**config.mk**
```make
export PLATFORM = sky130hd
export DESIGN_NAME = addsub_arbiter
export DESIGN_NICKNAME = d
export VERILOG_FILES = /design/src/rtl/addsub_arbiter.sv
export SDC_FILE = /design/constraint.sdc
export NUM_CORES = 1
export LEC_CHECK = 0
export ABC_AREA = 1
export BUFFER_PORTS_ARGS = -buffer_cell sky130_fd_sc_hd__buf_2
export CORE_ASPECT_RATIO = 0.5
export CORE_MARGIN = 3
export CORE_UTILIZATION = 35
export CTS_BUF_LIST = sky130_fd_sc_hd__clkbuf_2
export DETAILED_ROUTE_END_ITERATION = 10
export SETUP_SLACK_MARGIN = 0.15
export SLEW_MARGIN = 20
export SYNTH_ARGS = -nofsm -noshare
export SYNTH_HDL_FRONTEND = slang
export SYNTH_SLANG_ARGS = --single-unit
```
**constraint.sdc**
```tcl
create_clock -name clk_i -period 2.3 [get_ports clk_i]
set_input_delay 0.345 -clock clk_i [delete_from_list [all_inputs] [get_ports clk_i]]
set_output_delay 0.345 -clock clk_i [all_outputs]
set_load 0.005 [all_outputs]
```
**src/rtl/addsub_arbiter.sv**
```systemverilog
// addsub_arbiter: round-robin owner of one shared add/subtract datapath for two requesters
// Ports:
//   clk_i, rst_i                     clock, asynchronous active-high reset
//   req0_i/req1_i                    requests, held until matching ack
//   op0_i/op1_i                      0 = a+b, 1 = a-b
//   a0_i, b0_i, a1_i, b1_i           two's-complement operands, latched at grant
//   ack0_o/ack1_o                    one-cycle result-valid pulse for the owner
//   s_o, co_o, ovf_o                 registered result, raw carry-out, signed overflow
//   owner_o                          most recently granted requester
//   busy_o                           high while a transaction is in flight
module addsub_arbiter #(
    parameter int WIDTH = 8
) (
    input  logic             clk_i,
    input  logic             rst_i,
    input  logic             req0_i,
    input  logic             req1_i,
    input  logic             op0_i,
    input  logic             op1_i,
    input  logic [WIDTH-1:0] a0_i,
    input  logic [WIDTH-1:0] b0_i,
    input  logic [WIDTH-1:0] a1_i,
    input  logic [WIDTH-1:0] b1_i,
    output logic             ack0_o,
    output logic             ack1_o,
    output logic [WIDTH-1:0] s_o,
    output logic             co_o,
    output logic             ovf_o,
    output logic             owner_o,
    output logic             busy_o
);
    typedef enum logic [1:0] {IDLE, EXEC, DONE} state_t;
    state_t           state_q;
    logic             last_q, owner_q, rop_q, co_q, ovf_q, ack0_q, ack1_q, busy_q;
    logic [WIDTH-1:0] ra_q, rb_q, s_q;
    logic             gnt_d, ovf_d;
    logic [WIDTH:0]   sum_d;
    // Only requester 1 pending, or both pending and requester 1 not served last.
    assign gnt_d = req1_i & (~req0_i | ~last_q);
    // Subtraction is a + ~b + 1, so carry-out set means no borrow.
    assign sum_d = {1'b0, ra_q} + {1'b0, rb_q ^ {WIDTH{rop_q}}} + {{WIDTH{1'b0}}, rop_q};
    assign ovf_d = (ra_q[WIDTH-1] == (rb_q[WIDTH-1] ^ rop_q)) & (sum_d[WIDTH-1] != ra_q[WIDTH-1]);
    always_ff @(posedge clk_i or posedge rst_i) begin
        if (rst_i) begin
            state_q <= IDLE;
            last_q  <= 1'b1;
            owner_q <= 1'b0;
            rop_q   <= 1'b0;
            ra_q    <= '0;
            rb_q    <= '0;
            s_q     <= '0;
            co_q    <= 1'b0;
            ovf_q   <= 1'b0;
            ack0_q  <= 1'b0;
            ack1_q  <= 1'b0;
            busy_q  <= 1'b0;
        end else begin
            case (state_q)
                IDLE: if (req0_i | req1_i) begin
                    owner_q <= gnt_d;
                    ra_q    <= gnt_d ? a1_i : a0_i;
                    rb_q    <= gnt_d ? b1_i : b0_i;
                    rop_q   <= gnt_d ? op1_i : op0_i;
                    busy_q  <= 1'b1;
                    state_q <= EXEC;
                end
                EXEC: begin
                    s_q     <= sum_d[WIDTH-1:0];
                    co_q    <= sum_d[WIDTH];
                    ovf_q   <= ovf_d;
                    ack0_q  <= ~owner_q;
                    ack1_q  <= owner_q;
                    state_q <= DONE;
                end
                DONE: begin
                    ack0_q  <= 1'b0;
                    ack1_q  <= 1'b0;
                    last_q  <= owner_q;
                    busy_q  <= 1'b0;
                    state_q <= IDLE;
                end
                default: state_q <= IDLE;
            endcase
        end
    end
    assign ack0_o  = ack0_q;
    assign ack1_o  = ack1_q;
    assign s_o     = s_q;
    assign co_o    = co_q;
    assign ovf_o   = ovf_q;
    assign owner_o = owner_q;
    assign busy_o  = busy_q;
endmodule

```
# Word level (Yosys, flattened, before mapping)
# Index checks and enable logic that the tools add are counted.
[word_totals]
n_memories = 0
reg_bits = 34
latchBits = 0
rom_bits = 0
ramBits = 0
input_bits = 38
[op_classes]
n_eq_ne = 5
bitwise = 9
shifts = 0
order_cmp = 0
n_reduce_logical = 5
mul = 0
mux = 9
div_mod_pow = 0
add_sub_neg = 2
[ops]
columns = ["op", "count"]
rows = [
  ["$mux W8", 2],
  ["$add A8 B8 Y9", 1],
  ["$add A9 B1 Y9", 1],
  ["$xor A8 B8 Y8", 1],
  ["$pmux W1 S2", 3],
  ["$pmux W2 S2", 1],
  ["$reduce_and A2 Y1", 2],
  ["$reduce_bool A2 Y1", 2],
  ["$not A1 Y1", 3],
  ["$and A1 B1 Y1", 2],
  ["$eq A2 B1 Y1 const B", 1],
  ["$eq A2 B2 Y1 const B", 1],
  ["$logic_not A2 Y1", 1],
  ["$mux W1", 2],
  ["$mux W2", 1],
  ["$ne A2 B2 Y1 const B", 1],
  ["$or A1 B1 Y1", 2],
  ["$eq A1 B1 Y1", 1],
  ["$ne A1 B1 Y1", 1],
  ["$xor A1 B1 Y1", 1],
]

# Logic depth before layout (Yosys ltp)
# Gate-level depths: netlist (run 1).
[depth]
depth_word = 5
depth_mapped = 13

# Worst setup path after synthesis (run 1)
# No wires, ideal clock.
[synth_path]
path_type = "register -> register"
startpoint = "register rop_q"
endpoint = "register s_q[7] (netlist: s_o[7])"
setup_slack_ns = 0.631
t_required_ns = 2.183
arrival_ns = 1.552
stages_incl_launch_ff = 12
period_less_slack_ns = 1.669
path_cell_list = "dfrtp_1 > buf_6 > xor2_1 > ha_1 > nand2_1 > nand2_1 > inv_2 > nor2_1 > nor2_1 > nand3_1 > nand3_1 > nand2_1"
[synth_between]
elab_chain_len = 3
[synth_lines]
columns = ["item", "line_no", "text"]
rows = [
  ["start: declaration", "34", "logic last_q, owner_q, rop_q, co_q, ovf_q, ack0_q, ack1_q, busy_q;"],
  ["start signal: assignment", "63", "rop_q <= gnt_d ? op1_i : op0_i;"],
  ["$xor A8 B8 Y8", "41", "assign sum_d = {1'b0, ra_q} + {1'b0, rb_q ^ {WIDTH{rop_q}}} + {{WIDTH{1'b0}}, rop_q};"],
  ["$add A8 B8 Y9", "41", ""],
  ["$add A9 B1 Y9 *", "41", ""],
  ["end signal: assignment", "68", "s_q <= sum_d[WIDTH-1:0];"],
  ["end: declaration", "35", "logic [WIDTH-1:0] ra_q, rb_q, s_q;"],
]
# Every way passes the cells marked *; elsewhere a longest branch is shown, timed or not.
# A chain may end at the register's enable or synchronous reset.

# Worst setup path in the final report (run 1)
[layout_path]
startpoint = "register rop_q"
endpoint = "register s_q[6] (netlist: s_o[6])"
# Same word-level chain as after synthesis.

==> results of run 1 <==
==> registers in the layout, indices dropped and copies added, names as in the netlist, 2 cells and up <==
signal   flops
ra_q         8
rb_q         8
s_o          8
state_q      2
==> cell usage after synthesis <==
cell,number
sky130_fd_sc_hd__nor2_8,1
sky130_fd_sc_hd__buf_4,2
sky130_fd_sc_hd__nand3_1,8
sky130_fd_sc_hd__o21ai_2,7
sky130_fd_sc_hd__nor2_4,1
sky130_fd_sc_hd__xnor2_1,3
sky130_fd_sc_hd__nand2_2,5
sky130_fd_sc_hd__inv_2,2
sky130_fd_sc_hd__a31oi_1,1
sky130_fd_sc_hd__o21ai_1,16
sky130_fd_sc_hd__fa_1,1
sky130_fd_sc_hd__nor2_1,24
sky130_fd_sc_hd__dfrtp_1,33
sky130_fd_sc_hd__buf_6,6
sky130_fd_sc_hd__o21a_1,1
sky130_fd_sc_hd__or2_2,1
sky130_fd_sc_hd__xor2_1,6
sky130_fd_sc_hd__nand2_1,56
sky130_fd_sc_hd__mux2_2,1
sky130_fd_sc_hd__dfstp_2,1
sky130_fd_sc_hd__nand3b_1,1
sky130_fd_sc_hd__inv_1,21
sky130_fd_sc_hd__nand4_1,1
sky130_fd_sc_hd__nand2_4,3
sky130_fd_sc_hd__o22ai_1,4
sky130_fd_sc_hd__o21ai_0,15
sky130_fd_sc_hd__inv_4,1
sky130_fd_sc_hd__a21oi_1,7
sky130_fd_sc_hd__ha_1,11
==> how the worst min path moves through the flow <==
stage | startpoint | end | slack (ns) | depth (start not counted)
after floorplan | last_q | last_q | 0.45 | 2
after global placement | last_q | last_q | 0.46 | 2
after detailed placement | co_o | co_o | 0.46 | 2
after CTS | rst_i | ra_q[5] | 0.01 | 3
after global routing | rst_i | ra_q[5] | 0.03 | 3
final | rst_i | ra_q[5] | 0.02 | 3
==> stage by stage <==
stage | utilization, % | std cells
CTS | 45.3 | 362
finish | 45.3 | 362
detailed placement | 43.6 | 354
global route | 45.3 | 362
global placement | 43.6 | 354
floorplan | - | 240
==> layout make-up <==
cell class	instances	area (um2)	area share (%)
clock inverter	3	63.8	2.68
inverter	24	92.6	3.89
timing repair buffer	52	263	11.0
multi-input combinational	174	995	41.8
tap	70	87.6	3.68
clock buffer	5	25.0	1.05
sequential	34	852	35.8
==> layer usage <==
metal | up-vias | GRT usage, % | share of wire [%]
met5 | - | 0 | 0
met4 | 0 | 4.45 | 1.2
met3 | 8 | 3.34 | 4.5
met2 | 34 | 22.8 | 43
met1 | 801 | 19.2 | 51
li1 | 879 | - | -
==> cell families after synthesis <==
kind of cell             synth area share [%]
XOR/XNOR                                 3.90
AND/OR/NAND/NOR                          22.6
flip-flops                               42.1
buffers and inverters                    8.66
multiplexers                            0.557
AO/OA/AOI/OAI                            14.4
adder cells (fa/ha/maj)                  7.80
==> worst reg2reg max path, cell delays in order, from the launching register on <==
cell and delay (ns):
sky130_fd_sc_hd__dfrtp_1 0.65, sky130_fd_sc_hd__xnor2_1 0.18, sky130_fd_sc_hd__fa_1 0.47, sky130_fd_sc_hd__o21ai_2 0.22, sky130_fd_sc_hd__nand2_1 0.10, sky130_fd_sc_hd__nand2_1 0.07, sky130_fd_sc_hd__nand2_1 0.05, sky130_fd_sc_hd__nand3_1 0.06
sky130_fd_sc_hd__nand2_1 0.05
==> report_power, final <==
group	switching, W	total, W	internal (W)
sequential	0.000223	0.00113	0.000907
combinational	0.00142	0.00241	0.000991
clock	0.000211	0.000501	0.000290
==> summary.txt, run 1 <==
STA
  – Aggregate negative setup slack: 0 ns
  – Max Clock Freq: between 500 and 600 MHz
  – Setup clock skew after layout: 0.0223 ns
  – Count of pins over their slew limit: 0
  – Final critical delay including setup and external delays: 1.93 ns
  – Final-report hold violation count: 0
  – Final period util: 83.9%
  – Count of final setup violators: 0
  – Worst-Margin Slew: 0.441 ns
  – Worst slew margin relative to its limit: 70.6%
  – Final setup slack of the worst path: 0.369 ns
  – Worst hold margin: 0.0160 ns
  – RSZ-0062 raised after global routing: no

Logic synthesis
  – Syn. warnings: 0
  – Syn nets: 290
  – Syn Inst Count: 240
  – Part of the Yosys area used for sequential elements: around 42%
  – Number of register bits inferred by synthesis: 34
  – Mean instance size in the synthesized netlist: about 8.4 um2
  – Number of distinct standard cells referenced by the synthesized netlist: 29
  – Yosys top cell area share: 40.8%
  – Leading area contributor after synthesis: sky130_fd_sc_hd__dfrtp_1
  – Synthesized cell area: 0.00202 mm2
  – Area contributors post-synth: sky130_fd_sc_hd__dfrtp_1, sky130_fd_sc_hd__nand2_1, sky130_fd_sc_hd__ha_1

Finish
  – Number of diodes: 0
  – Leading cell type in the layout, fill and taps excluded: sky130_fd_sc_hd__nand2_1
  – Ratio of cells with drive above 1 in the final layout: 28.1%
  – Area growth from synthesis to final layout: 17.6%
  – Area of all placed cells without fillers: roughly 0.0024 mm2
  – Number of filler cells placed in the layout: between 500 and 600
  – Final-stage net count: 341
  – Most frequent cells in the layout: sky130_fd_sc_hd__nand2_1, sky130_fd_sc_hd__buf_2, sky130_fd_sc_hd__dfrtp_1

Clock tree
  – Level count of the clock H-tree: 2
  – CTS tree: done
  – Clock latency reported for the late side of the worst-skew pair: about 0.38 ns
  – Sinks on the clock net: 34
  – Number of buffers added by the clock tree synthesis step: 5
  – Clock buffer depth: 2
  – Hold buffers post-CTS: 0
  – Clock root cell: sky130_fd_sc_hd__clkbuf_2
  – Count of buffers added by post-CTS timing repair for setup: 0
  – Clock-pin slew on the worst setup and hold paths: 0.20 ns
  – Quantity of gates resized following cts: 0

Setup path
  – Worst path most repeated cell: sky130_fd_sc_hd__nand2_1
  – Worst endpoint required time: 2.58 ns
  – Crit end category: register
  – Crit path depth: 8
  – FF-to-FF End: s_o[6]
  – Standard cell with the maximum stage delay on the critical path: sky130_fd_sc_hd__dfrtp_1
  – Flop2flop setup slack: 0.37 ns
  – Crit-path max FO: 9
  – Path depth of the worst reg2reg path: 8
  – Chain of cells forming the critical path: xnor2_1 -> fa_1 -> o21ai_2 -> nand2_1 -> nand2_1 -> nand2_1 -> nand3_1 -> nand2_1
  – Worst setup path startpoint: rop_q
  – Data arrival at the endpoint of the critical path: 2.21 ns
  – CP delay by family, top: flip-flops
  – Worst setup SP type: register
  – Type of the setup path with the least slack: register to register
  – Start of the worst register-to-register path: rop_q
  – Delay of the slowest cell on the worst path: around 0.65 ns
  – Critical path buffer and inverter count: 0
  – Capture point of the worst path: s_o[6]

Die
  – Horizontal extent of the die: 113 um
  – Initial Util: 38.5%
  – Site Rows: 18
  – Die footprint: about 0.0068 mm2
  – Number of placed I/O pins: 52
  – Die Span Y: 59.7 um
  – Area inside the core boundary: 0.00525 mm2

Hold path
  – Tightest Hold Check Type: input port to asynchronous set/reset pin

Pwr
  – Total chip power: 0.00404 W
  – Cell Pwr Density: 1700 mW/mm2
  – Static Leak: 1.23 nW
  – Maximum vdd ir drop: 518 uV

Global routing
  – Largest net degree at the start of global routing: 35
  – Vias in the first global route: 1,697
  – Global-route wire length before repair: 7580 um
  – Antenna violations before repair: 0
  – Overflow after GRT: 0
  – Tot GR Track Use: 14.2%

Placed design
  – Number of input and output port buffers inserted: 51
  – Half-perimeter wire length after placement: approximately 3400 um
  – Worst setup slack after placement: 0.384 ns
  – Global placer's final weighted congestion: 0.821
  – Cell area reported after detailed placement: 0.00229 mm2

Drt
  – Detailed Route Iter0 Violations: 84
  – Detailed-route via count: approximately 1,700
  – Initial DRT Pass Iterations: 4
  – Post-detailed-route DRC marker count: 0
  – Post-DRT Antenna Nets: 0
  – Detail-routed via count per cell: 4.76
  – Mean routed wirelength per cell: 12.4 um
  – Total wirelength of the detailed-routed design: 4480 um

Run
  – Number of maximum-capacitance violations: 0

Outcome
  – Run status: completed
Note: power is estimated with default switching activity, not from simulation.
==> run 2: changes to the inputs <==
Clock period 2.3 ns to 1.9 ns, I/O delays scaled along.
==> run 2 against run 1 <==
First-iteration DRC count rose by 15%. Critical endpoint unchanged. Clock skew is essentially flat. Clock power is 32% lower. Flip-flop and latch count unchanged. Cell count rose by 2.2%. Utilization is 2.1 points higher. Count of clock-buffer cells in the layout unchanged.
==> summary.txt, run 2 (synthesis gave the netlist of run 1 again) <==
Drt
  – Detailed-route via count: 1,736
  – Total wirelength of the detailed-routed design: 4730 um
  – Mean routed wirelength per cell: 12.8 um
  – Detail-routed via count per cell: 4.69
  – Met3 wire length: 213 um
  – Initial DRT Pass Iterations: 4
  – Met2 wire len: 2200 um
  – Post-DRT Antenna Nets: 0
  – Detailed Route Iter0 Violations: 97
  – Post-detailed-route DRC marker count: 0
  – Max Used Layer: met4
  – Routed length on met1: 2290 um

Die
  – Die Span Y: 59.7 um
  – Initial Util: between 30 and 40%
  – Horizontal extent of the die: roughly 110 um
  – Area inside the core boundary: ~0.0052 mm2
  – Die footprint: 0.00678 mm2
  – Site Rows: 18
  – Number of placed I/O pins: 52

Outcome
  – Run status: completed

Finish
  – Final instance count without filler cells: between 300 and 400
  – Area growth from synthesis to final layout: 23.1%
  – Most frequent cells in the layout: sky130_fd_sc_hd__nand2_1, sky130_fd_sc_hd__buf_2, sky130_fd_sc_hd__dfrtp_1
  – Final-stage net count: 349
  – Leading cell type in the layout, fill and taps excluded: sky130_fd_sc_hd__nand2_1
  – Number of diodes: 0
  – Ratio of cells with drive above 1 in the final layout: 34.7%

STA
  – Aggregate negative setup slack: 0 ns
  – Worst slew margin relative to its limit: a little under three quarters
  – Final setup slack of the worst path: about 0.083 ns
  – Final critical delay including setup and external delays: 1.82 ns
  – Final-report hold violation count: 0
  – Max Clock Freq: 550 MHz
  – Count of pins over their slew limit: 0
  – RSZ-0062 raised after global routing: yes
  – Worst-Margin Slew: between 0.4 and 0.5 ns
  – Setup clock skew after layout: about 0.022 ns
  – Count of final setup violators: 0
  – Final period util: 95.6%

Clock tree
  – CTS tree: done
  – Clock latency reported for the late side of the worst-skew pair: between 0.3 and 0.4 ns
  – Clock-pin slew on the worst setup and hold paths: around 0.2 ns
  – Level count of the clock H-tree: 2
  – Sinks on the clock net: 34
  – Clock buffer depth: 2
  – Number of buffers added by the clock tree synthesis step: 5
  – Clock root cell: sky130_fd_sc_hd__clkbuf_2

Pwr
  – Share of power burned in combinational logic: 67.6%
  – Sequential fraction of design power: 25.9%
  – Internal power: 0.00276 W
  – Maximum vdd ir drop: 708 uV
  – Power dissipated by switching net loads: 0.00250 W
  – Net switching fraction of the power: 47.5%
  – Static Leak: 1.26 nW
  – Clk network pwr share: 6.4%
  – Cell Pwr Density: 2110 mW/mm2
  – Total chip power: 0.00526 W

Setup path
  – Crit-path max FO: 5
  – Worst setup SP type: register
  – Flop2flop setup slack: 0.08 ns
  – Critical path buffer and inverter count: 1
  – Worst endpoint required time: roughly 2.2 ns
  – Worst path most repeated cell: sky130_fd_sc_hd__nand2_1
  – CP delay by family, top: flip-flops
  – Crit end category: register
  – Standard cell with the maximum stage delay on the critical path: sky130_fd_sc_hd__dfrtp_2
  – Chain of cells forming the critical path: buf_12 -> xor2_1 -> ha_1 -> nand2_1 -> o21ai_2 -> nand2_1 -> nand2_1 -> nand2_1 -> nand3_1 -> nand2_1
  – Data arrival at the endpoint of the critical path: 2.10 ns
  – Delay of the slowest cell on the worst path: approximately 0.47 ns
  – Type of the setup path with the least slack: register to register

Placed design
  – Global placer's final weighted congestion: 0.807
  – Placed cells: 356
  – Half-perimeter wire length after placement: 3480 um
  – Worst setup slack after placement: -0.0258 ns
  – Number of input and output port buffers inserted: slightly above 50

Global routing
  – Tot GR Track Use: 14.9%
  – Global-route wire length before repair: between 8000 and 9000 um
  – Vias in the first global route: 1,777
  – Antenna violations before repair: 0
  – Overflow after GRT: 0
  – Largest net degree at the start of global routing: 35

Hold path
  – Tightest Hold Check Type: input port to register

Run
  – Number of maximum-capacitance violations: 0
## run 2: area by class of cell
class / instances / area (um2)
sequential: 34 / 853
fill: 526 / 2760
clock buffer: 5 / 25.0
multi-input combinational: 174 / 1080
timing repair buffer: 60 / 338
clock inverter: 3 / 16.3
inverter: 24 / 92.6
tap: 70 / 87.6
## run 2: power groups by stage
stage | sequential, W | clock [W] | combinational (W)
3_3_place_gp | 0.00139 | 0 | 0.00287
6_report | 0.00136 | 0.000339 | 0.00355
2_1_floorplan | 0.00131 | 0 | 0.00240
3_5_place_dp | 0.00139 | 0 | 0.00296
4_1_cts | 0.00135 | 0.000356 | 0.00331
5_1_grt | 0.00142 | 0.000387 | 0.00402
## run 2: timing repair
item,in CTS,in global routing
pin swaps,7,9
hold endpoints to repair,33,0
endpoints found under the setup margin,8,9
buffers inserted,5,0
hold buffers,1,0
resized for setup,9,11
## run 2: worst register-to-register path, stage by stage, from the launching register on
cell	delay, ns
sky130_fd_sc_hd__dfrtp_2	0.47
sky130_fd_sc_hd__buf_12	0.14
sky130_fd_sc_hd__xor2_1	0.16
sky130_fd_sc_hd__ha_1	0.36
sky130_fd_sc_hd__nand2_1	0.08
sky130_fd_sc_hd__o21ai_2	0.18
sky130_fd_sc_hd__nand2_1	0.10
sky130_fd_sc_hd__nand2_1	0.06
sky130_fd_sc_hd__nand2_1	0.04
sky130_fd_sc_hd__nand3_1	0.06
sky130_fd_sc_hd__nand2_1	0.05
## run 2: worst paths after layout
| path | from | to | depth (start not counted) |
|---|---|---|---|
| setup / recovery | rop_q | s_o[6] | 10 |
| hold / removal | op1_i | rop_q | 3 |
| setup reg to reg | rop_q | s_o[6] | 10 |
| hold reg to reg | last_q | last_q | 2 |
| max in group asynchronous | rst_i | last_q | 4 |
| min in group asynchronous | rst_i | rb_q[1] | 4 |
## run 2: layer usage
| metal | up-vias | GRT usage, % |
|---|---|---|
| met5 | - | 0 |
| met4 | 0 | 3.60 |
| met3 | 4 | 3.64 |
| met2 | 31 | 24.6 |
| met1 | 809 | 20.1 |
| li1 | 892 | - |
## run 2: through the flow
| step | util, % | area, um2 | hold slack (ns) |
|---|---|---|---|
| 2_1_floorplan | - | 2020 | 0.426 |
| 3_3_place_gp | 43.9 | 2300 | 0.410 |
| 3_5_place_dp | 43.9 | 2300 | 0.407 |
| 4_1_cts | 46.3 | 2430 | 0.125 |
| 5_1_grt | 47.4 | 2490 | 0.109 |
| 6_report | 47.4 | 2490 | 0.142 |
==> run 3: changes to the inputs <==
Settings changed: GPL_TIMING_DRIVEN set to 0.
==> run 3 against run 2 <==
The run now ends with negative hold slack left. Global-route usage is 0.11 points lower. First-iteration DRC count shrank 40%. Register-to-register slack better by 0.06 ns. Flip-flop and latch count is the same. Combinational power increased by 6.5%. Via count rose by 2.6%. Critical path depth fell by 1. Clock skew rose by 0.0018 ns. Sequential power about the same. Utilization increased by 1.4 points. Critical path type unchanged. Critical endpoint unchanged. Largest power group unchanged.
==> summary.txt, run 3 (synthesis gave the netlist of run 1 again) <==
Outcome
  – Run status: complete, but fails checks
  – Failing checks: negative hold slack

Drt
  – Total wirelength of the detailed-routed design: 4780 um
  – Initial DRT Pass Iterations: 5
  – Detailed Route Iter0 Violations: 58
  – Post-DRT Antenna Nets: 0
  – Detailed-route via count: 1,781
  – Detail-routed via count per cell: about 4.7
  – Mean routed wirelength per cell: about 13 um
  – Post-detailed-route DRC marker count: 0

Pwr
  – Internal power: a little under 0.003 W
  – Clk network pwr share: around 6.0%
  – Share of power burned in combinational logic: 68.9%
  – Maximum vdd ir drop: around 900 uV
  – Sequential fraction of design power: 25.1%
  – Cell Pwr Density: 2140 mW/mm2
  – Net switching fraction of the power: a little under half
  – Total chip power: 0.00548 W
  – Static Leak: 1.31 nW
  – Power dissipated by switching net loads: ~0.0025 W

Setup path
  – Start of the worst register-to-register path: rop_q
  – Data arrival at the endpoint of the critical path: 2.05 ns
  – Type of the setup path with the least slack: register to register
  – Worst setup SP type: register
  – Path depth of the worst reg2reg path: 9
  – Crit end category: register
  – Flop2flop setup slack: 0.14 ns
  – Crit-path max FO: 5
  – Worst endpoint required time: 2.19 ns
  – FF-to-FF End: s_o[6]

STA
  – Count of pins over their slew limit: 0
  – Final critical delay including setup and external delays: 1.76 ns
  – Final-report hold violation count: 6
  – Final period util: between 90% and 100%
  – RSZ-0062 raised after global routing: yes
  – Worst slew margin relative to its limit: 52.4%
  – Setup clock skew after layout: 0.0240 ns
  – Count of final setup violators: 0
  – Final setup slack of the worst path: 0.139 ns
  – Worst hold margin: -0.00198 ns
  – Worst-Margin Slew: a little over 0.7 ns
  – Aggregate negative setup slack: 0 ns
  – Max Clock Freq: 568 MHz

Global routing
  – Tot GR Track Use: 14.8%
  – Largest net degree at the start of global routing: 35
  – Grt met3 use: ~3.9%
  – GR peak layer: met2
  – M2 GR Usage: approximately 25%
  – Vias in the first global route: approximately 1,700
  – Overflow after GRT: 0
  – Global-route wire length before repair: 7980 um
  – Met1 routing resource usage after global routing: between 10% and 20%
  – Antenna violations before repair: 0

Clock tree
  – Clock root cell: sky130_fd_sc_hd__clkbuf_2
  – Number of buffers added by the clock tree synthesis step: 5
  – Clock latency reported for the late side of the worst-skew pair: 0.36 ns
  – Clock buffer depth: 2
  – Level count of the clock H-tree: 2
  – CTS tree: done
  – Sinks on the clock net: 34
  – Clock-pin slew on the worst setup and hold paths: 0.19 ns
  – Hold buffers post-CTS: 0

Die
  – Area inside the core boundary: 0.00525 mm2
  – Initial Util: 38.5%
  – Number of placed I/O pins: 52
  – Horizontal extent of the die: approximately 110 um
  – Site Rows: 18
  – Die footprint: between 0.006 and 0.007 mm2
  – Die Span Y: between 50 and 60 um

Finish
  – Leading cell type in the layout, fill and taps excluded: sky130_fd_sc_hd__nand2_1
  – Ratio of cells with drive above 1 in the final layout: between 30% and 40%
  – Area occupied by multi-input gates: 0.00109 mm2
  – Sequential standard cell area: 852 um2
  – Utilization of the core after routing: 48.8%
  – Area growth from synthesis to final layout: 26.7%
  – Number of diodes: 0
  – Most frequent cells in the layout: sky130_fd_sc_hd__nand2_1, sky130_fd_sc_hd__buf_2, sky130_fd_sc_hd__dfrtp_1
  – Final-stage net count: 356
  – Number of filler cells placed in the layout: 546

Placed design
  – Worst setup slack after placement: 0.0383 ns
  – Global placer's final weighted congestion: between 0.8 and 0.9
  – Number of input and output port buffers inserted: 51
  – Half-perimeter wire length after placement: 3640 um

Run
  – Number of maximum-capacitance violations: 0

Hold path
  – Tightest Hold Check Type: input port to asynchronous set/reset pin
## run 3: worst max-delay path by stage
stage | startpoint | end | depth (start not counted)
final | rop_q | s_o[6] | 9
after global routing | rop_q | s_o[6] | 10
after CTS | rop_q | s_o[6] | 10
after detailed placement | rop_q | ovf_o | 13
after global placement | rop_q | ovf_o | 11
after floorplan | rop_q | s_o[7] | 11
## run 3: critical path, stage by stage, from the launching register on
cell	delay [ns]
sky130_fd_sc_hd__dfrtp_1	0.43
sky130_fd_sc_hd__buf_6	0.15
sky130_fd_sc_hd__xor2_1	0.16
sky130_fd_sc_hd__ha_1	0.38
sky130_fd_sc_hd__a21oi_2	0.21
sky130_fd_sc_hd__o21ai_4	0.09
sky130_fd_sc_hd__nand2_2	0.07
sky130_fd_sc_hd__nand3b_1	0.07
sky130_fd_sc_hd__nand3_1	0.10
sky130_fd_sc_hd__nand2_1	0.05
## run 3: per-stage QoR
stage,cells,cell area [um2]
after floorplan,240,2020
after global placement,361,2360
after detailed placement,361,2360
after CTS,375,2480
after global routing,377,2560
final,377,2560
## run 3: final cells by class
class	count	area share (%)
Clock inverter	2	0.342
Clock buffer	6	1.17
Timing Repair Buffer	59	12.3
Multi-Input combinational cell	174	42.7
Buffer	8	3.22
Tap cell	70	3.42
Inverter	24	3.61
Sequential cell	34	33.3
## run 3: timing repair
action                     in CTS  in global routing
setup buffers                   5                  2
setup endpoints to repair       5                  8
gates resized for setup         6                 13
gates cloned                    1                  0
pin swaps                       9                 13
## run 3: power by group through the flow
stage	Sequential, W	Combinational [W]	Clock [W]
floorplan	0.00131	0.00240	0
global placement	0.00134	0.00303	0
detailed placement	0.00135	0.00312	0
CTS	0.00135	0.00341	0.000347
global route	0.00142	0.00424	0.000390
finish	0.00138	0.00378	0.000330
## run 3: routing by layer
layer / vias up / part of all wire, % / routed length (um)
met3: 4 / 4.1 / 198
met2: 31 / 47 / 2230
li1: 903 / - / -
met5: - / 0 / 0
met4: 0 / 0.71 / 34
met1: 843 / 48 / 2310
